--- config.mk ---
export PLATFORM = sky130hd
export DESIGN_NAME = fifo_rd_packer
export DESIGN_NICKNAME = d
export VERILOG_FILES = /design/src/rtl/fifo_rd_packer.sv
export SDC_FILE = /design/constraint.sdc
export NUM_CORES = 1
export LEC_CHECK = 0
export CAP_MARGIN = 20
export CORE_MARGIN = 4
export CORE_UTILIZATION = 45
export DETAILED_ROUTE_END_ITERATION = 7
export PLACE_DENSITY = 0.72
export SLEW_MARGIN = 5
export SYNTH_ARGS = -nofsm -noshare
export SYNTH_HDL_FRONTEND = slang
export SYNTH_SLANG_ARGS = --single-unit
--- constraint.sdc ---
create_clock -name clk -period 2.1 [get_ports clk]
set_clock_uncertainty 0.2 [all_clocks]
set_input_delay 0.21 -clock clk [delete_from_list [all_inputs] [get_ports clk]]
set_output_delay 0.21 -clock clk [all_outputs]
set_load 0.02 [all_outputs]
--- src/rtl/fifo_rd_packer.sv ---
// FIFO read-side packer: pops WIDTH-bit words and groups PACK of them into one
// wide valid/ready beat, with a flush that emits a partially filled beat.
module fifo_rd_packer #(
    parameter int unsigned WIDTH = 4,
    parameter int unsigned PACK  = 4,
    localparam int unsigned CW   = $clog2(PACK + 1)
) (
    input  logic                  clk,
    input  logic                  rst,
    input  logic                  empty_i,
    output logic                  rd_en_o,
    input  logic [WIDTH-1:0]      rd_data_i,
    input  logic                  flush_i,
    output logic                  out_valid_o,
    input  logic                  out_ready_i,
    output logic [WIDTH*PACK-1:0] out_data_o,
    output logic [CW-1:0]         out_cnt_o
);

    localparam logic [CW-1:0] PACK_CNT = CW'(PACK);
    localparam logic [CW:0]   PACK_OCC = (CW + 1)'(PACK);

    localparam logic [0:0] FILL  = 1'b0;
    localparam logic [0:0] FLUSH = 1'b1;

    logic [0:0]                  state;
    logic [0:0]                  state_next;
    logic                        flush_pend;
    logic                        flush_pend_next;
    logic [PACK-1:0][WIDTH-1:0]  acc;
    logic [CW-1:0]               acc_cnt;
    logic [CW-1:0]               acc_cnt_eff;
    logic [CW:0]                 occupancy;
    logic                        inflight;
    logic                        out_free;
    logic                        full_xfer;
    logic                        flush_xfer;
    logic                        transfer;
    logic [WIDTH*PACK-1:0]       beat_data;

    // Transfer decision and FIFO read enable; a word still in flight counts
    // against accumulator space so acc never overflows.
    always_comb begin
        out_free    = !out_valid_o || out_ready_i;
        full_xfer   = (state == FILL) && (acc_cnt == PACK_CNT) && out_free;
        flush_xfer  = (state == FLUSH) && !inflight && (acc_cnt != '0) && out_free;
        transfer    = full_xfer || flush_xfer;
        acc_cnt_eff = transfer ? '0 : acc_cnt;
        occupancy   = {1'b0, acc_cnt_eff} + (CW + 1)'(inflight);
        rd_en_o     = !rst && !empty_i && (state == FILL) && (occupancy < PACK_OCC);
    end

    // Lanes at or above acc_cnt may hold stale words from an earlier beat.
    always_comb begin
        beat_data = '0;
        for (int unsigned i = 0; i < PACK; i++) begin
            if (CW'(i) < acc_cnt) begin
                beat_data[i*WIDTH +: WIDTH] = acc[i];
            end
        end
    end

    // Flush FSM: block new reads, let the last read land, then emit what is held.
    always_comb begin
        state_next      = state;
        flush_pend_next = flush_pend;
        if (state == FILL) begin
            if (flush_i || flush_pend) begin
                state_next      = FLUSH;
                flush_pend_next = 1'b1;
            end
        end else begin
            if (!inflight && ((acc_cnt == '0) || out_free)) begin
                state_next      = FILL;
                flush_pend_next = 1'b0;
            end
        end
    end

    always_ff @(posedge clk or posedge rst) begin
        if (rst) begin
            state      <= FILL;
            flush_pend <= 1'b0;
        end else begin
            state      <= state_next;
            flush_pend <= flush_pend_next;
        end
    end

    // Capture and transfer never coincide: a full acc implies nothing in flight.
    always_ff @(posedge clk or posedge rst) begin
        if (rst) begin
            inflight <= 1'b0;
            acc_cnt  <= '0;
        end else begin
            inflight <= rd_en_o;
            if (transfer) begin
                acc_cnt <= '0;
            end else if (inflight) begin
                acc_cnt <= acc_cnt + CW'(1);
            end
        end
    end

    always_ff @(posedge clk) begin
        for (int unsigned i = 0; i < PACK; i++) begin
            if (inflight && (acc_cnt == CW'(i))) begin
                acc[i] <= rd_data_i;
            end
        end
    end

    always_ff @(posedge clk or posedge rst) begin
        if (rst) begin
            out_valid_o <= 1'b0;
            out_data_o  <= '0;
            out_cnt_o   <= '0;
        end else if (transfer) begin
            out_valid_o <= 1'b1;
            out_data_o  <= beat_data;
            out_cnt_o   <= acc_cnt;
        end else if (out_ready_i) begin
            out_valid_o <= 1'b0;
        end
    end

endmodule

; ---- After elaboration in Yosys (flattened, before gate mapping)
; Cells that the tools add are included.
[op_classes]
add_sub_neg = 2
order_cmp = 5
n_eq_ne = 5
muxes = 15
n_bitwise = 1
reduce_logical = 27
[op_table]
columns = op, count
row1 = two-way mux 4 bit, 4
row2 = logical AND 1 bit, 13
row3 = two-way mux 3 bit, 3
row4 = two-way mux 1 bit, 8
row5 = equality test 3 x 2 -> 1 bit (second input constant), 2
row6 = < comparator 1 x 3 -> 1 bit (first input constant), 2
row7 = < comparator 2 x 3 -> 1 bit (first input constant), 2
row8 = nonzero test 2 bit, 3
row9 = adder 3 x 1 -> 4 bit, 1
row10 = logical NOT 1 bit, 4
row11 = logical OR 1 bit, 4
row12 = < comparator 4 x 3 -> 1 bit (second input constant), 1
row13 = adder 3 x 1 -> 3 bit (second input constant), 1
row14 = equality test 3 x 1 -> 1 bit (second input constant), 1
row15 = equality test 3 bit (second input constant), 1
row16 = logical NOT 3 bit, 1
row17 = nonzero test 3 bit, 1
row18 = != test 2 x 1 -> 1 bit (second input constant), 1
row19 = AND reduction 2 bit, 1
row20 = NOT 1 bit, 1
[word_totals]
register_bits = 42
wordCells = 66

; ---- Depth between registers and ports, before layout
[depth]
depth_word = 9
ltp_mapped = 8
ltp_nobuf = 6

; ---- Worst setup path after synthesis
; Ideal clock, no wire load.
[synth_path]
kind = flip-flop to output port
startpoint = reg acc_cnt[1]
endpoint = out rd_en_o
arrival_time_ns = 1.574
required_ns = 1.690
slack_ns = 0.116
path_stages_with_launch = 8
n_path_buf = 1
cell_sequence = dfrtp_1 > clkbuf_1 > inv_1 > ha_1 > nand2b_2 > o211ai_4 > nor2_4 > o21a_1
[synth_between]
elab_chain_len = 8
elab_cells_between_ends = 11
[synth_lines]
columns = item, line
row1 = "start, declared", 31  ; logic [CW-1:0] acc_cnt;
row2 = "start signal, assigned", 100  ; acc_cnt <= acc_cnt + CW'(1);
row3 = equality test 3 bit / nonzero test 3 bit (equally long branches), "45, 46"
row4 = logical AND 1 bit (on tied branches) (2 in series), "45, 46"
row5 = logical OR 1 bit, 47  ; transfer = full_xfer || flush_xfer;
row6 = two-way mux 3 bit (*), 48  ; acc_cnt_eff = transfer ? '0 : acc_cnt;
row7 = adder 3 x 1 -> 4 bit (*), 49  ; occupancy = {1'b0, acc_cnt_eff} + (CW + 1)'(inflight);
row8 = < comparator 4 x 3 -> 1 bit (*), 50  ; rd_en_o = !rst && !empty_i && (state == FILL) && (occupancy < PACK_OCC);
row9 = logical AND 1 bit (*), 50
row10 = "end, declared", 11  ; output logic rd_en_o,
; Every way passes the cells marked *; elsewhere a longest branch is shown, timed or not.

; ---- Final worst setup path
; Same ends and word-level chain as after synthesis.

==> impl_metrics.tcl <==
set metrics [dict create \
    status "finished, final reports clean" \
    total_power_mw 3.027 \
    fin_cells 224 \
    cp_max_fo 3 \
    clkLatencyLatePin_ps 300 \
    ys.flop_type "dfrtp_1" \
    fp.dieH_um 70.17 \
    layout_commonest_cell "clkdlybuf4s50_1" \
    drtPass1Iterations 4 \
    fmax_mhz 513.1 \
    io_buffers 29 \
    synth.distinct_cells 30 \
    slew_headroom_pct 66.13 \
    hold_viol_final 0 \
    coreArea_mm2 0.003689 \
    synth_area_leader_cell "dfrtp_1" \
    fin_hold_ws_ps 314.3 \
    crit_path_cell_trace "inv_1 > ha_4 > nand2b_2 > o211ai_4 > nor2_4 > o21a_1 > buf_2" \
    final_cell_mix "28 x clkdlybuf4s50_1, 26 x dfrtp_1, 20 x o21ai_0" \
    clock_path_buffers 2 \
    path_buf_inv 2 \
    setup_violations 0 \
    worstSetupPathType "reg2out" \
    seq_area_frac_synth_pct 65.04 \
    crit_arrival_ps 1540 \
    routabilityCongestion 0.7672 \
    timing.final.crit_period_ps 1949 \
    ctsHtreeMaxLevel 2 \
    via_per_inst 5.147 \
    synth_area_mm2 0.001739 \
    grt_pass1_vias 1130 \
    antenna_found_initial 0 \
    leakage_nw 0.9152 \
    fin_ws_ps 151.0 \
    yosys_register_bits 42 \
    wire_per_inst_um 13.90 \
    synth_top_area_share_pct 37.41 \
    drt_iter0_markers 69 \
    end_kind "output pin" \
    grt_max_degree 35 \
    drtAntennaViolNets 0 \
    drive_above_1_share_pct 15.91 \
    nNetsFinal 187 \
    ir_drop_mv 0.7401 \
    grt_overflow_total 0 \
    synthArstFlopShare_pct 61.90 \
    slew_violations 0 \
    pin_count 30 \
    yosys_warnings 0 \
    syn_inst 140 \
    dp_cells 215 \
    synth_edf_count 16 \
    drv_cap 0 \
    dieArea_mm2 0.004923 \
    post-cts-setup-buffers 0 \
    critical_path.max_stage_delay_ps 380 \
    grt_pass1_wl_mm 5.437 \
    powerDensity_mw_per_mm2 1353 \
    final_util_pct 60.65 \
    synth_area_per_cell_um2 12.42 \
    finalCritPeriodShare_pct 92.81 \
    synthTopCellsByArea "dfrtp_1 37%, edfxtp_1 28%, o21ai_0 5.8%" \
    clk_pin_slew_ps 80 \
    start_util_pct 47.15 \
    detailroute.via_count 1153 \
    place_hpwl_mm 2.235 \
    cp_top_family "flip-flops" \
    critical_path_required_ps 1690 \
    drcViolationCount 0 \
    areaGrowthSynthToFinish_pct 28.63 \
    n_antenna_cell 0 \
    row_count 22 \
    grt_usage_pct 14.43 \
    min_path_type "reg2reg" \
    cts_buffers 5 \
    worstMarginPinSlew_ps 504.2 \
    slowest_stage "dfrtp_1" \
    cts_root_buf "clkbuf_8" \
    wl_mm 3.114 \
    die_x_um 70.17 \
    rsz0062_at_grt "false" \
    cts_num_sinks 42 \
    syn-num-nets 152 \
    cts_tree "done" \
    pre_cts_slack_ps -2.799 \
    start_kind "flop" \
]
## final cells by class
class | count | area [um2]
Multi-Input combinational cell | 78 | 533.0
Sequential cell | 42 | 1131
Inverter | 8 | 30.03
Fill cell | 313 | 1451
Clock inverter | 3 | 43.79
Clock buffer | 5 | 68.82
Tap cell | 48 | 60.06
Timing Repair Buffer | 40 | 370.4
## final timing paths
| kind | slack, ps | startpoint | cells after the start | end |
|---|---|---|---|---|
| setup / recovery | 150 | acc_cnt[1] | 7 | rd_en_o |
| hold / removal | 310 | out_data_o[3] | 2 | out_data_o[3] |
| setup reg to reg | 390 | acc_cnt[1] | 7 | out_data_o[15] |
| hold reg to reg | 310 | out_data_o[3] | 2 | out_data_o[3] |
| max in group asynchronous | 600 | rst | 4 | out_data_o[2] |
| min in group asynchronous | 540 | rst | 3 | out_cnt_o[0] |
## Yosys cell counts, types with 2 or more instances
| library cell | instances |
|---|---|
| and3b_1 | 2 |
| buf_2 | 3 |
| clkbuf_1 | 7 |
| dfrtp_1 | 26 |
| edfxtp_1 | 16 |
| ha_1 | 3 |
| inv_1 | 8 |
| mux2_2 | 3 |
| nand2_1 | 11 |
| nor2_1 | 5 |
| nor3_1 | 4 |
| o21ai_0 | 20 |
| o31ai_1 | 12 |
| o41ai_1 | 4 |
## through the flow
step | area (um2) | TNS [ps]
floorplan | 1739 | 0
global placement | 2107 | 0
detailed placement | 2107 | -2.799
CTS | 2243 | 0
global route | 2237 | 0
finish | 2237 | 0
## routing by layer
layer | share of wire (%) | track usage [%] | up-vias
li1 | - | - | 572
met1 | 44 | 17.59 | 544
met2 | 48 | 22.56 | 28
met3 | 4.1 | 4.029 | 9
met4 | 3.2 | 8.936 | 0
met5 | 0 | 0 | -
## power breakdown
part	internal (mW)	total (mW)	switching, mW
clock	0.356	0.631	0.275
sequential	1.04	1.13	0.0928
combinational	0.537	1.26	0.726
## flip-flops by register name, summed over array words and instances (netlist names)
signal       flops
acc             16
acc_cnt          3
flush_pend       1
inflight         1
out_cnt_o        3
out_data_o      16
out_valid_o      1
state            1
## logic make-up (layout without fill, tap and decap cells)
family	Yosys count	count (layout)	share of synthesized area (%)
multiplexers	4	4	2.518
adder cells (fa/ha/maj)	3	3	2.159
flip-flops	42	42	65.04
AND/OR/NAND/NOR	27	27	7.987
XOR/XNOR	2	2	1.007
buffers and inverters	20	56	5.180
AO/OA/AOI/OAI	42	42	16.12
## worst reg2reg max path, stage by stage, from the launching register on
cell and delay, ps:
dfrtp_1 380, inv_1 100, ha_4 170, nand2b_2 90, o211ai_4 100, buf_4 330, o21ai_0 150, o31ai_1 90
## repair_timing
item | CTS | global route
resized for setup | 5 | 2
hold buffers | 1 | 0
hold endpoints to repair | 7 | 0
setup endpoints to repair | 1 | 1
No activity file was read; power rests on OpenSTA's default activity.
==> patch: new RTL, same flow settings <==
Set the parameter `PACK` to 2 (it was 4).
--- a/src/rtl/fifo_rd_packer.sv
+++ b/src/rtl/fifo_rd_packer.sv
@@ -3,5 +3,5 @@
 module fifo_rd_packer #(
     parameter int unsigned WIDTH = 4,
-    parameter int unsigned PACK  = 4,
+    parameter int unsigned PACK  = 2,
     localparam int unsigned CW   = $clog2(PACK + 1)
 ) (
Interface: changed (resized out_cnt_o and out_data_o); port bits go from 30 to 21. No check against the original RTL was run, so the function may have changed too.
==> patch against the unedited design <==
- the flow now finishes with violations (negative setup slack)
- routed wire length fell by 41%
- first-iteration DRC count decreased by 90%
- hold slack worse by 0.15 ns
- area after synthesis down 40%
- final area fell by 36%
- die area is 36% lower
- sequential power decreased by 38%
- total power down 35%
- sequential share of layout area shrank 6.0 points
- maximum frequency decreased by 9.6%
- sequential cell count down 18
- count of clock-buffer cells in the layout decreased by 2
- setup slack got worse by 0.21 ns
- largest power group unchanged
==> patch: results (changes against the unedited design) <==
cts-root-buf: "clkbuf_4"
largestRegisters: "acc x8, out_data_o x8"
status: "finished, violations left"
drive_above_1_share_pct: 31.5  # +16 points
hold_class: "in -> async"
fillCellCount: 172  # -45%
combPwrFrac_pct: 47.6  # +5.9 points
worst_slack_ns: -0.0555  # -0.206 ns
nNonClkBuffers: 33  # -18%
critPathMaxFanout: 2  # -1
grt_pass1_vias: 715  # -37%
synth.area.top_cells: "dfrtp_1, edfxtp_1, mux2_4"
clk_pin_slew_ns: 0.14  # +0.06 ns
r2r_cells: 5  # -2
violations: "negative setup slack"
yosys-top-cells-count: "dfrtp_1, edfxtp_1, inv_1, nand2_1"
arrival_ns: 1.75  # +0.21 ns
path_delay_family: "compound AO/OA/AOI/OAI gates"
synth_cell_type_count: 23  # -23%
design.seq.count: 24  # -43%
synth-edff-count: 8  # -8
taps: 28  # -42%
num-multi-input-gates: 42  # -46%
p_leak_nw: 0.638  # -30%
layout.cells.non_filler: 139  # -38%
worstMarginPinSlew_ns: 0.629  # +0.125 ns
gr-usage-all-layers_pct: 13.1  # -1.4 points
final-clk-cell-share_pct: 3.66  # -1.4 points
drt_iter0_drc: 7  # -90%
grt_max_degree: 17  # -51%
cts_setup_buffers: 2  # +2
ctsHtreeMaxLevel: 1  # -1
avgSynthCellArea_sq_um: 13.7  # +10%
seq_power_share_pct: 35.6  # -1.9 points
async_flop_share_pct: 66.7  # +4.8 points
finalSetupViolCount: 1  # +1
inverters: 8  # unchanged
first_pass_iters: 3  # -1
cts_resized: 13  # +8
io_buffers: 20  # -31%
vdd_drop_max_v: 0.000989  # +34%
nets: 124  # -34%
grt_pass1_wl_mm: 3.12  # -43%
rrSetupSlack_ns: 0.20  # -0.19 ns
buf_share_pct: 20.6  # +4.0 points
## patch: changes by cell type in the layout (fill, tap and decap cells not counted), sizes merged, moves of 4 or more
| cell | change |
|---|---|
| and2 | +4 |
| clkdlybuf4s50 | -9 |
| dfrtp | -10 |
| edfxtp | -8 |
| nor2 | -5 |
| o21ai | -16 |
| o31ai | -12 |
| o41ai | -4 |
## patch: through the flow
stage / total power, mW / TNS, ns / hold WS [ns] / utilization (%)
after floorplan: 1.23 / 0 / -0.0763 / -
after global placement: 1.54 / -0.222 / 0.295 / 59.6
after detailed placement: 1.56 / -0.325 / 0.300 / 59.6
after CTS: 1.95 / -0.0754 / 0.183 / 64.3
after global routing: 2.08 / -0.146 / 0.221 / 64.9
final: 1.96 / -0.0555 / 0.165 / 64.9
## patch: worst max path at each step
stage                                      start  endpoint  cells after the start
after floorplan           acc_cnt[1]$_DFFE_PP0P_   rd_en_o                      5
after global placement               out_ready_i   rd_en_o                      5
after detailed placement             out_ready_i   rd_en_o                      5
after CTS                 acc_cnt[1]$_DFFE_PP0P_   rd_en_o                      6
after global routing      acc_cnt[1]$_DFFE_PP0P_   rd_en_o                      6
final                     acc_cnt[1]$_DFFE_PP0P_   rd_en_o                      6
## patch: routing by layer
metal	vias up	part of all wire (%)	GRT usage, %
met5	-	0	0
met3	2	2.6	2.32
met1	322	47	15.9
met4	0	1.0	7.80
met2	9	50	21.4
li1	322	-	-
## patch: kinds of logic after synthesis
kind of cell / count (synthesis) / share of synthesized area, %
flops: 24 / 61.7
simple gates: 20 / 10.7
buf+inv: 10 / 5.06
mux: 10 / 11.8
compound gates: 8 / 6.26
fa+ha+maj: 3 / 3.61
xor+xnor: 1 / 0.844
